File: config.mk
export PLATFORM = sky130hd
export DESIGN_NAME = sdram_rom_loader
export DESIGN_NICKNAME = d
export VERILOG_FILES = /design/src/rtl/sdram_loader_pkg.sv /design/src/rtl/loader_hdr_parser.sv /design/src/rtl/sdram_rom_loader.sv
export SDC_FILE = /design/constraint.sdc
export NUM_CORES = 1
export LEC_CHECK = 0
export ABC_CLOCK_PERIOD_IN_PS = 5550
export CORE_ASPECT_RATIO = 0.7
export CORE_MARGIN = 2
export CORE_UTILIZATION = 45
export CTS_BUF_LIST = sky130_fd_sc_hd__clkbuf_16
export CTS_CLUSTER_DIAMETER = 30
export DETAILED_ROUTE_END_ITERATION = 16
export GPL_TIMING_DRIVEN = 0
export PLACE_DENSITY = 0.74
export SETUP_SLACK_MARGIN = 0.3
export SLEW_MARGIN = 20
export SYNTH_ARGS = -nofsm -noshare
export SYNTH_HDL_FRONTEND = slang
export SYNTH_SLANG_ARGS = --single-unit
File: constraint.sdc
create_clock -name clk -period 5.55 [get_ports clk]
set_input_delay 1.3875 -clock clk [delete_from_list [all_inputs] [get_ports clk]]
set_output_delay 1.3875 -clock clk [all_outputs]
set_load 0.02 [all_outputs]
File: src/rtl/sdram_loader_pkg.sv
// sdram_loader_pkg: loader FSM states, header size and timeout counter sizing.
package sdram_loader_pkg;

    typedef enum logic [2:0] {HDR, DHI, DLO, REQ, WREL, FIN} state_t;

    localparam int HDR_BYTES = 8;

    function automatic int tmo_w(input int n);
        return $clog2(n + 1);
    endfunction

endpackage

File: src/rtl/loader_hdr_parser.sv
// loader_hdr_parser: assembles the 8-byte big-endian {start address, length} frame header.
module loader_hdr_parser
    import sdram_loader_pkg::*;
(
    input  logic        clk,
    input  logic        rst,
    input  logic        en,
    input  logic [7:0]  data,
    output logic        first,
    output logic        last,
    output logic [31:0] addr,
    output logic [31:0] len
);

    logic [2:0]  cnt;
    logic [55:0] sh;

    always_ff @(posedge clk or negedge rst) begin
        if (!rst) begin
            cnt <= '0;
            sh  <= '0;
        end else if (en) begin
            cnt <= cnt + 3'd1;
            sh  <= {sh[47:0], data};
        end
    end

    // Fields are valid while the eighth byte is on data, so the top can load them in that cycle.
    assign first = en && cnt == '0;
    assign last  = en && cnt == 3'(HDR_BYTES - 1);
    assign addr  = sh[55:24];
    assign len   = {sh[23:0], data};

endmodule

File: src/rtl/sdram_rom_loader.sv
// sdram_rom_loader: framed byte stream to big-endian halfword writes on the SDRAM write port.
module sdram_rom_loader
    import sdram_loader_pkg::*;
#(
    parameter logic [7:0] PAD_BYTE    = 8'h00,
    parameter int         ACK_TIMEOUT = 4096
) (
    input  logic        clk,
    input  logic        rst,
    input  logic        in_valid,
    input  logic [7:0]  in_data,
    output logic        in_ready,
    output logic        writeport_wr,
    output logic [31:0] writeport_addr,
    output logic [15:0] writeport_data,
    input  logic        writeport_ack,
    output logic        busy,
    output logic        done,
    output logic        error
);

    localparam int CW = tmo_w(ACK_TIMEOUT);

    state_t      state, state_nxt;
    logic [31:0] addr_r, len_r, hdr_addr, hdr_len;
    logic [15:0] data_r;
    logic [CW-1:0] cnt;
    logic        busy_r, error_r, take, tmo, hdr_first, hdr_last, abort;

    loader_hdr_parser u_hdr (
        .clk   (clk),
        .rst   (rst),
        .en    (take && state == HDR),
        .data  (in_data),
        .first (hdr_first),
        .last  (hdr_last),
        .addr  (hdr_addr),
        .len   (hdr_len)
    );

    always_comb begin
        in_ready     = rst && (state == HDR || state == DHI || state == DLO);
        take         = in_valid && in_ready;
        tmo          = cnt == CW'(ACK_TIMEOUT - 1);
        writeport_wr = state == REQ;
        done         = state == FIN;
        state_nxt    = state;
        case (state)
            HDR:     state_nxt = hdr_last ? (hdr_len == '0 ? FIN : DHI) : HDR;
            DHI:     state_nxt = take ? (len_r == 32'd1 ? REQ : DLO) : DHI;
            DLO:     state_nxt = take ? REQ : DLO;
            REQ:     state_nxt = writeport_ack ? WREL : tmo ? HDR : REQ;
            WREL:    state_nxt = !writeport_ack ? (len_r == '0 ? FIN : DHI) : tmo ? HDR : WREL;
            default: state_nxt = HDR;
        endcase
        abort = (state == REQ || state == WREL) && state_nxt == HDR;
    end

    assign writeport_addr = addr_r >> 1;
    assign writeport_data = data_r;
    assign busy           = busy_r;
    assign error          = error_r;

    always_ff @(posedge clk or negedge rst) begin
        if (!rst) begin
            state   <= HDR;
            addr_r  <= '0;
            len_r   <= '0;
            data_r  <= '0;
            cnt     <= '0;
            busy_r  <= 1'b0;
            error_r <= 1'b0;
        end else begin
            state <= state_nxt;
            cnt   <= state_nxt != state ? '0 : cnt + CW'(1);
            if (hdr_first) begin
                busy_r  <= 1'b1;
                error_r <= 1'b0;
            end
            if (hdr_last) begin
                addr_r <= hdr_addr & 32'hFFFF_FFFE;
                len_r  <= hdr_len;
            end
            // The pad byte is preloaded with the hi byte; a following lo byte overwrites it.
            if (state == DHI && take) begin
                data_r <= {in_data, PAD_BYTE};
                len_r  <= len_r - 32'd1;
            end
            if (state == DLO && take) begin
                data_r[7:0] <= in_data;
                len_r       <= len_r - 32'd1;
            end
            if (state == WREL && !writeport_ack) addr_r <= addr_r + 32'd2;
            if (state_nxt == FIN || abort) busy_r <= 1'b0;
            if (abort) error_r <= 1'b1;
        end
    end

endmodule

### Word level (Yosys, flattened, before mapping)

Cells that the tools add are included.
W data, S select, Z words.

| operators by class | value |
|---|---|
| mux-type cells | 23 |
| $add $sub $neg | 4 |
| equality and inequality tests | 10 |
| reduce and logical (&&, ||, !) cells | 24 |

Operators by type and width:

| cell | count |
|---|---|
| $mux W32 | 5 |
| $logic_not A32 Y1 | 2 |
| $add A32 B2 Y32 const B | 1 |
| $eq A32 B1 Y1 const B | 1 |
| $sub A32 B1 Y32 const B | 1 |
| $mux W3 | 6 |
| $mux W8 | 2 |
| $pmux W3 S5 | 1 |
| $add A13 B1 Y13 const B | 1 |
| $eq A13 B12 Y1 const B | 1 |
| $mux W13 | 1 |
| $eq A3 B3 Y1 const B | 4 |
| $logic_and A1 B1 Y1 | 9 |
| $logic_not A3 Y1 | 3 |
| $reduce_bool A2 Y1 | 4 |
| $eq A3 B2 Y1 const B | 2 |
| $mux W1 | 6 |
| $logic_or A1 B1 Y1 | 4 |
| $mux W2 | 2 |
| $add A3 B1 Y3 const B | 1 |
| $eq A3 B1 Y1 const B | 1 |
| $ne A3 B3 Y1 | 1 |
| $reduce_bool A3 Y1 | 1 |
| $logic_not A1 Y1 | 1 |

| word-level totals | value |
|---|---|
| logic and storage cells | 71 |
| output and inout port bits | 53 |
| input bits | 12 |
| flip-flop bits (word level) | 157 |

### Depth between registers and ports, before layout

| depth | value |
|---|---|
| word-level depth | 13 |
| mapped depth | 8 |
| depth with buffers taken out | 7 |

### Hierarchy

A second synthesis with hierarchy kept.

| second synthesis, totals | value |
|---|---|
| cells, all modules | 739 |
| area, all modules | 7,991.4 um^2 |

Modules (own cells, without submodules):

| module | sequential area each (um^2) | area each (um^2) | cells an instance | times used |
|---|---|---|---|---|
| sdram_rom_loader | 2,427.3 | 5,392.7 | 599 | 1 |
| loader_hdr_parser | 1,476.4 | 2,598.7 | 140 | 1 |

### Worst setup path before layout

Ideal clock, no wire load.

| timing | value |
|---|---|
| path type | input-to-reg |
| start | in writeport_ack |
| end | reg addr_r[14] |
| stages | 5 |
| arrival time | 3.069 ns |
| buffers on the path | 1 |
| library setup time | 0.094 ns |
| slack | 2.387 ns |
| data required time | 5.456 ns |
| cell sequence | or4b_1 > clkbuf_1 > nor4_1 > a311oi_1 > a211oi_1 |

| between the ends | value |
|---|---|
| word-level cells in the longest chain between the ends | 3 |
| elaborated cells on any way between the ends | 4 |
| classes of those cells | 1 x mux; 3 x reduce/logical |

RTL lines:

| item | line | RTL |
|---|---|---|
| from (decl) | sdram_rom_loader.sv:16 | `input logic writeport_ack,` |
| $logic_not A1 Y1 * | sdram_rom_loader.sv:93 | `if (state == WREL && !writeport_ack) addr_r <= addr_r + 32'd2;` |
| $logic_and A1 B1 Y1 * | sdram_rom_loader.sv:93 |  |
| $mux W32 or $reduce_bool A2 Y1 (tied branches) | -- |  |
| to (signal assigned) | sdram_rom_loader.sv:81 | `addr_r <= hdr_addr & 32'hFFFF_FFFE;` |
| to (signal assigned) | sdram_rom_loader.sv:93 |  |
| to (decl) | sdram_rom_loader.sv:25 | `logic [31:0] addr_r, len_r, hdr_addr, hdr_len;` |

Mark *: on every way between the ends. The rest lies on a longest branch, timed or not.
A chain may end at the register's enable or synchronous reset.

### Worst setup path in the final report

| timing | value |
|---|---|
| start | in rst |
| end | out in_ready |

| between the ends | value |
|---|---|
| word-level cells in the longest chain between the ends | 1 |

RTL lines:

| item | line | RTL |
|---|---|---|
| from (decl) | sdram_rom_loader.sv:9 | `input logic rst,` |
| $logic_and A1 B1 Y1 | sdram_rom_loader.sv:42 | `in_ready = rst && (state == HDR \|\| state == DHI \|\| state == DLO);` |
| to (decl) | sdram_rom_loader.sv:12 | `output logic in_ready,` |

Every way passes these cells.

==> results.ini <==
[status]
status=finished, final reports clean

[yosys]
netlist_area_sq_um=7680
synth-seq-area-share=0.508
avgSynthCellArea_sq_um=10.8
synth.distinct_cells=63
synthAdderAreaFrac=0.0130
synth_cells=713
synthArstFlopShare=1.00
synth_seq_cells=156
synth_edf_count=0
synth.area.mux_share=0.0981
synth-simple-area-share=0.205
synth_nets=733
synth_xor_area_frac=0.0171
synth_top_family_by_area=simple AND/OR/NAND/NOR gates
synth-compound-area-share=0.129
yosysWarnings=0
synth_top_flop_cell=dfrtp_1

[worst_setup_path]
slowest_stage=clkdlybuf4s50_1
worstSetupEndpointType=primary output
path_max_fanout=100
crit_buf_inv=3
start_kind=input pin
path_class=in -> out
slowest_delay_ns=0.61
critical-path-top-delay-family=buffers and inverters
crit_required_ns=4.16
arrival_ns=3.13
crit_chain=buf_8 > buf_16 > and3_1 > clkdlybuf4s50_1

[clock_tree]
clkSinkCount=156
clkSlewWorstSetupHoldPaths_ns=0.06
ctsHoldBuffers=0
htreeDepth=4
tritoncts=built
numCtsBuffers=17
cts_resized=0
root_buffer=clkbuf_16
clkLatencyLatePin_ns=0.43
cts_setup_buffers=0
clock_path_buffers=2

[sta]
fin_skew_ns=0.0129
tns_ns=0
worstMarginPinSlew_ns=1.20
hold_violations=0
fmax_ghz=0.221
fin_crit_ns=4.52
setup_violations=0
slew_viol_final=0
finalCritPeriodShare=0.814
rsz0062_at_grt=false
slew_headroom=0.195

[finish]
drive_above_1_share=0.150
n_antenna_cell=0
stdcell_count=1031
nets=816
final_cell_mix=dfrtp_1 (156), mux2_2 (66), clkdlybuf4s50_1 (62), nand2_1 (57), nor2_1 (47)
syn_to_final_growth_pct=19.8
mostFrequentLayoutCell=dfrtp_1
design_area_sq_um=9200
finalCoreUtilization=0.558

[floorplanning]
chipWidth_microns=160
start_util=0.466
core_area_sq_um=16500
die_y_microns=113
die_area_sq_um=18100
placementRows=39
ios=65

[placed_design]
numPortBuffers=63
dp_hpwl_microns=14500
dp_cells=1002
gp_congestion=0.930
placed_area_sq_um=8630

[grt]
grt_pass1_wl_microns=33700
grt_use_total=0.239
first_global_vias=5937
grt_antenna_before_repair=0
grt_max_degree=101
overflow=0

[drt]
drc=0
routedWlPerCell_microns=20.5
drt-total-wl_microns=21100
vias=6412
drt-initial-drc-count=618
detail-route-antenna-nets=0
drtPass1Iterations=7
avgViaCountPerCell=6.22

[pwr]
peakVddDrop_uv=313
p_per_area_nw_per_um2=550
p_total_mw=5.06
power_leakage_nw=3.82

[min_path]
hold_class=reg -> reg

[run]
drv_cap=0

flip-flops by register name (all words and copies together), names as in the netlist:
register / cells
state: 3
addr_r: 31
len_r: 32
cnt: 13
writeport_data: 16
u_hdr.sh: 56
busy: 1
u_hdr.cnt: 3
error: 1
metrics by stage:
stage	hold slack, ns	setup WS (ns)
3_5_place_dp	0.485	0.896
4_1_cts	0.495	0.988
2_1_floorplan	0.450	2.39
5_1_grt	0.520	0.851
6_report	0.494	1.03
3_3_place_gp	0.482	-4.59
cell families (layout without fill, tap and decap cells):
group,count (synthesis),after routing
mux,67,67
flops,156,156
simple gates,282,282
xor+xnor,15,15
buf+inv,54,147
compound gates,130,130
other cells,1,1
fa+ha+maj,8,8
metal layers:
metal | track usage | wire length, microns
met1 | 0.375 | 9980
met3 | 0.0583 | 2160
met4 | 0.0673 | 444
met2 | 0.324 | 8490
met5 | 0 | 0
cells in the mapped netlist, drive strengths merged, types with 3 or more instances:
cell | n | area [sq um]
o21ai | 18 | 90.1
and4 | 6 | 52.6
o221a | 5 | 56.3
and2 | 6 | 37.5
a22o | 10 | 87.6
nor3b | 6 | 45.0
nor2b | 3 | 18.8
inv | 18 | 67.6
nand3b | 3 | 22.5
clkbuf | 23 | 86.3
and3 | 17 | 106
nor3 | 30 | 150
a31oi | 3 | 18.8
a211oi | 13 | 103
a221o | 4 | 40.0
a21oi | 14 | 70.1
xnor2 | 8 | 70.1
dfrtp | 156 | 3900
o311ai | 8 | 70.1
a21o | 3 | 22.5
o31ai | 3 | 22.5
ha | 8 | 100
nand2 | 57 | 214
xor2 | 7 | 61.3
nor4 | 34 | 287
or3 | 8 | 50.1
o22ai | 3 | 18.8
o32ai | 4 | 35.0
o41ai | 3 | 26.3
nand3 | 32 | 160
nor2 | 47 | 176
a211o | 6 | 52.6
buf | 13 | 68.8
mux2 | 66 | 743
a311oi | 10 | 87.6
o211ai | 12 | 90.1
nand4 | 11 | 68.8
or4b | 3 | 30.0
or4 | 10 | 78.8
or2 | 3 | 18.8
final timing paths:
| path | from | endpoint | slack [ns] | cells past startpoint |
|---|---|---|---|---|
| max | rst | in_ready | 1.03 | 4 |
| min in group asynchronous | rst | addr_r[19] | 0.88 | 1 |
| max in group asynchronous | rst | state[2] | 3.80 | 2 |
| min reg2reg | len_r[29] | len_r[29] | 0.49 | 1 |
| max reg2reg | state[0] | cnt[2] | 2.32 | 6 |
| min | len_r[29] | len_r[29] | 0.49 | 1 |
power breakdown:
| part | switching, mW | leakage, nW | total [mW] | internal, mW |
|---|---|---|---|---|
| Sequential | 0.551 | 1.93 | 2.17 | 1.62 |
| Clock | 0.473 | 0.286 | 1.17 | 0.698 |
| Combinational | 0.864 | 1.60 | 1.71 | 0.850 |
cell type report:
| type | count | area (sq um) |
|---|---|---|
| clock inverter | 12 | 151 |
| timing repair buffer | 64 | 663 |
| fill | 1469 | 7290 |
| buffer | 36 | 155 |
| sequential | 156 | 3900 |
| inverter | 18 | 67.6 |
| clock buffer | 17 | 425 |
| tap | 225 | 282 |
| multi-input combinational | 503 | 3550 |
(Power assumes the default switching activity.)
